$ cat src/rtl/led_bank_arbiter.sv
// Round-robin owner of the shared LED bank with a minimum ownership time before pre-emption.
// Optional LED_ARB_PRIO_EN: requester 0 is urgent and pre-empts any other owner regardless of hold.
module led_bank_arbiter #(
  parameter int             NREQ     = 4,
  parameter int             W        = 16,
  parameter int             HOLD     = 1000,
  parameter logic [W-1:0]   IDLE_VAL = {W{1'b0}}
) (
  input  logic                    clk,
  input  logic                    rst,
  input  logic [NREQ-1:0]         req,
  input  logic [NREQ*W-1:0]       data,
  output logic [NREQ-1:0]         gnt,
  output logic [$clog2(NREQ)-1:0] owner,
  output logic                    busy,
  output logic [W-1:0]            ledr
);

  localparam int OW = $clog2(NREQ);
  localparam int HW = $clog2(HOLD + 1);

  typedef enum logic [1:0] {
    S_IDLE    = 2'd0,
    S_GRANT   = 2'd1,
    S_HANDOFF = 2'd2
  } state_t;

  state_t          state_q, state_d;
  logic [NREQ-1:0] gnt_q, gnt_d;
  logic [OW-1:0]   owner_q, owner_d;
  logic            busy_q, busy_d;
  logic [W-1:0]    ledr_q, ledr_d;
  logic [OW-1:0]   rr_q, rr_d;
  logic [HW-1:0]   hold_q, hold_d;

  logic [OW-1:0]   pick_s;
  logic [OW-1:0]   nxt_ptr_s;
  logic [NREQ-1:0] others_s;
  logic            urgent_s;
  logic            release_s;
  logic [W-1:0]    owner_data_s;

  // First requester at or after ptr, wrapping; lowest offset wins.
  function automatic logic [OW-1:0] rr_pick(input logic [NREQ-1:0] r, input logic [OW-1:0] ptr);
    logic [OW-1:0] pick;
    int            idx;
    pick = ptr;
    for (int k = NREQ - 1; k >= 0; k--) begin
      idx = (int'(ptr) + k) % NREQ;
      if (r[idx]) begin
        pick = OW'(idx);
      end else begin
        pick = pick;
      end
    end
    return pick;
  endfunction

  assign owner_data_s = data[owner_q*W +: W];
  assign nxt_ptr_s    = (owner_q == OW'(NREQ - 1)) ? {OW{1'b0}} : owner_q + OW'(1);

  always_comb begin
`ifdef LED_ARB_PRIO_EN
    if (req[0]) begin
      pick_s = {OW{1'b0}};
    end else begin
      pick_s = rr_pick(req, rr_q);
    end
    urgent_s = (owner_q != {OW{1'b0}}) & req[0];
`else
    pick_s   = rr_pick(req, rr_q);
    urgent_s = 1'b0;
`endif
    others_s  = req & ~gnt_q;
    release_s = ~req[owner_q] | ((hold_q == {HW{1'b0}}) & (|others_s)) | urgent_s;
  end

  always_comb begin
    state_d = state_q;
    gnt_d   = gnt_q;
    owner_d = owner_q;
    busy_d  = busy_q;
    ledr_d  = IDLE_VAL;
    rr_d    = rr_q;
    hold_d  = hold_q;
    case (state_q)
      S_IDLE: begin
        if (|req) begin
          state_d = S_GRANT;
          gnt_d   = {{(NREQ-1){1'b0}}, 1'b1} << pick_s;
          owner_d = pick_s;
          busy_d  = 1'b1;
          hold_d  = HW'(HOLD - 1);
        end else begin
          state_d = S_IDLE;
        end
      end
      S_GRANT: begin
        if (release_s) begin
          state_d = S_HANDOFF;
          gnt_d   = {NREQ{1'b0}};
          busy_d  = 1'b0;
          rr_d    = nxt_ptr_s;
        end else begin
          ledr_d = owner_data_s;
          hold_d = (hold_q == {HW{1'b0}}) ? {HW{1'b0}} : hold_q - HW'(1);
        end
      end
      S_HANDOFF: begin
        state_d = S_IDLE;
      end
      default: begin
        state_d = S_IDLE;
        gnt_d   = {NREQ{1'b0}};
        busy_d  = 1'b0;
      end
    endcase
  end

  always_ff @(posedge clk or negedge rst) begin
    if (!rst) begin
      state_q <= S_IDLE;
      gnt_q   <= {NREQ{1'b0}};
      owner_q <= {OW{1'b0}};
      busy_q  <= 1'b0;
      ledr_q  <= IDLE_VAL;
      rr_q    <= {OW{1'b0}};
      hold_q  <= {HW{1'b0}};
    end else begin
      state_q <= state_d;
      gnt_q   <= gnt_d;
      owner_q <= owner_d;
      busy_q  <= busy_d;
      ledr_q  <= ledr_d;
      rr_q    <= rr_d;
      hold_q  <= hold_d;
    end
  end

  assign gnt   = gnt_q;
  assign owner = owner_q;
  assign busy  = busy_q;
  assign ledr  = ledr_q;

endmodule
$ cat config.mk
export PLATFORM = sky130hd
export DESIGN_NAME = led_bank_arbiter
export DESIGN_NICKNAME = d
export VERILOG_FILES = /design/src/rtl/led_bank_arbiter.sv
export SDC_FILE = /design/constraint.sdc
export NUM_CORES = 1
export LEC_CHECK = 0
export BUFFER_PORTS_ARGS = -buffer_cell sky130_fd_sc_hd__buf_4
export CORE_MARGIN = 8
export CORE_UTILIZATION = 51
export DETAILED_ROUTE_END_ITERATION = 7
export MAX_ROUTING_LAYER = met4
export PLACE_DENSITY = 0.85
export SYNTH_ARGS = -nofsm -noshare
export SYNTH_HDL_FRONTEND = slang
export SYNTH_SLANG_ARGS = --single-unit
$ cat constraint.sdc
create_clock -name clk -period 4.81 [get_ports clk]
set_input_delay 0.962 -clock clk [delete_from_list [all_inputs] [get_ports clk]]
set_output_delay 0.962 -clock clk [all_outputs]
set_load 0.01 [all_outputs]
==> out/results.txt <==
Status = finished clean
Crit path max fanout = 21
Cells after DPL = 313
Post-synthesis sequential area ratio = 0.426
Final Hold Fails = 0
Die height = 81.3 µm
Clock tree buffer depth = 2
Cts hold-fix bufs = 0
Multi-input gate area = 0.00116 mm²
Top-area cell type share of the netlist area = 0.426
Final Cycle Share = 0.514
Crit. End Element = flip-flop
Mapped Cells = 180
Mapped Area = 0.00217 mm²
Worst VDD drop = 0.265 mV
Hpwl dp = 4.78 mm
Area growth syn-to-layout = 36.3%
CP Class = reg2reg
Violation count after the first detailed-route iteration = 145
Largest net degree at the start of global routing = 38
Initial antenna violation count = 0
Max_cap viols = 0
Worst EP required = 4990 ps
Global-route wire length before repair = 9.32 mm
Initial Utilization = 0.536
I/O pin cnt = 93
Routability Congestion = 0.842
RSZ-0062 raised after global routing = no
Clk Latency, worst-skew pair = 290 ps
Synthesized area per cell = 12.1 µm²
Synth Flop Type = dfrtp_1
Pre-CTS setup slack = 2230 ps
Setup bufs post-CTS = 0
Post-CTS Resized = 0
PwrDens = 493 mW/mm²
Fillers = 312
Yosys Warn Count = 0
TritonCTS clock tree = built
CTS clk-pin slew, worst paths = 80 ps
Sequential Area = 926 µm²
Total wire length = 6.18 mm
Unique masters post-synth = 46
H-tree levels = 2
Wire per inst = 19.3 µm
# DRC = 0
Core ar. = 0.00406 mm²
First-pass DRT Iterations = 4
Setup ws final = 2340 ps
Fraction of layout cells with a size suffix above 1 = 0.491
IO buf count = 92
Final Slew Violations = 0
Fin crit period = 2470 ps
Setup TNS Final = 0 ps
CTS root buf = clkbuf_8
Gr ovfl total = 0
Final setup viols = 0
Ys async rst share = 1.00
Non-Filler Instances = 321
CTS Sinks = 37
Die X = 81.3 µm
Clock Skews = 3.80 ps
Top cells by area, synth = dfrtp_1 (43%), mux4_2 (18%), and2_1 (4.6%)
Largest area contributor in the netlist = dfrtp_1
Worst-Margin Slew = 906 ps
Die area = 0.00661 mm²
FP Rows = 23
Routed Antenna Nets = 0
Number of CTS-inserted buffers = 5
Max frequency = 0.404 GHz
Net Count, Synth = 253
Vias/cell = 5.85
Vias in the first global route = 1897
Leakage Power = 0.00140 µW
Startpoint types = flip-flop
Vias = 1879
Data arrival time of the worst path = 2660 ps
Total Routing Usage GR = 0.188
Worst hold path class = reg2reg
Final nets = 343
Relative max-transition margin = 0.395
Post-synth EDFFs = 0
Register bit total from synthesis = 37
ANT cells = 0
[power by group]
group	internal (µW)	switching, µW
combinational	384	349
clock	99.9	114
sequential	412	102
[Yosys cell counts (2+ instances only)]
library cell  count
buf_6             2
and2_1           16
mux2_2            2
nor2b_1           2
mux4_2           17
inv_1             7
a21o_1            3
nand2b_1          4
nor3_1            2
nor4_1            3
nor2_1            8
and3_2            2
a22o_2            2
o2bb2ai_1         4
a22o_1            3
nand2_1           7
dfrtp_1          37
a21oi_1           4
o31ai_1           3
nand3_1           4
o21ai_0          12
or3_1             2
ha_1              3
o22ai_1           3
buf_2             4
clkbuf_1          4
[worst paths after layout]
path / depth (start not counted) / to / startpoint / slack, ps
max in group asynchronous: 1 / ledr[15] / rst / 3870
worst min register to register: 1 / busy / busy / 490
worst min-delay path: 1 / busy / busy / 490
worst max-delay path: 4 / hold_q[4] / owner[1] / 2340
worst max register to register: 4 / hold_q[4] / owner[1] / 2340
min in group asynchronous: 1 / gnt[1] / rst / 620
[stage by stage]
stage	utilization	area, µm²	power (µW)	hold WS (ps)
2_1_floorplan	-	2170	992	518
3_3_place_gp	0.709	2880	1230	467
3_5_place_dp	0.709	2880	1260	484
4_1_cts	0.730	2960	1470	502
5_1_grt	0.730	2960	1550	512
6_report	0.730	2960	1460	494
[routing by layer]
layer,part of all wire,GRT usage,routed length (µm)
met5,0,-,0
met4,0.013,0.0518,82
met3,0.058,0.0497,360
met2,0.55,0.311,3400
met1,0.38,0.220,2340
[cell type report]
type,instances,area share
multi-input combinational,126,0.393
sequential,37,0.313
timing repair buffer,93,0.236
clock buffer,5,0.0232
tap,50,0.0211
inverter,7,0.00887
clock inverter,3,0.00591
[worst max-delay path: stages, from the launching register on]
cell and delay (ps):
dfrtp_1 910, mux4_2 450, o211a_1 510, o22ai_1 200
a22o_2 300
[logic make-up (layout without fill, tap and decap cells)]
kind of cell               after synthesis  after routing  share of synthesized area
and+or+nand+nor                         57             57                      0.166
AOI/OAI and AO/OA                       46             46                      0.158
DFF                                     37             37                      0.426
muxes                                   20             20                      0.193
buffers and inverters                   17            108                     0.0386
adders and majority gates                3              3                     0.0173
[flip-flops by register name (all words and copies together) (netlist names)]
name,flops
ledr,16
gnt,4
busy,1
rr_q,2
owner,2
hold_q,10
state_q,2
[layout by cell type, fill, tap and decap left out, types with 5 or more instances in the layout]
cell and n:
inv_1 7, nand2_1 7, mux4_2 17, buf_4 93, dfrtp_1 37, and2_1 16, o21ai_0 12, clkbuf_8 5
nor2_1 8
Note: power is estimated with default switching activity, not from simulation.
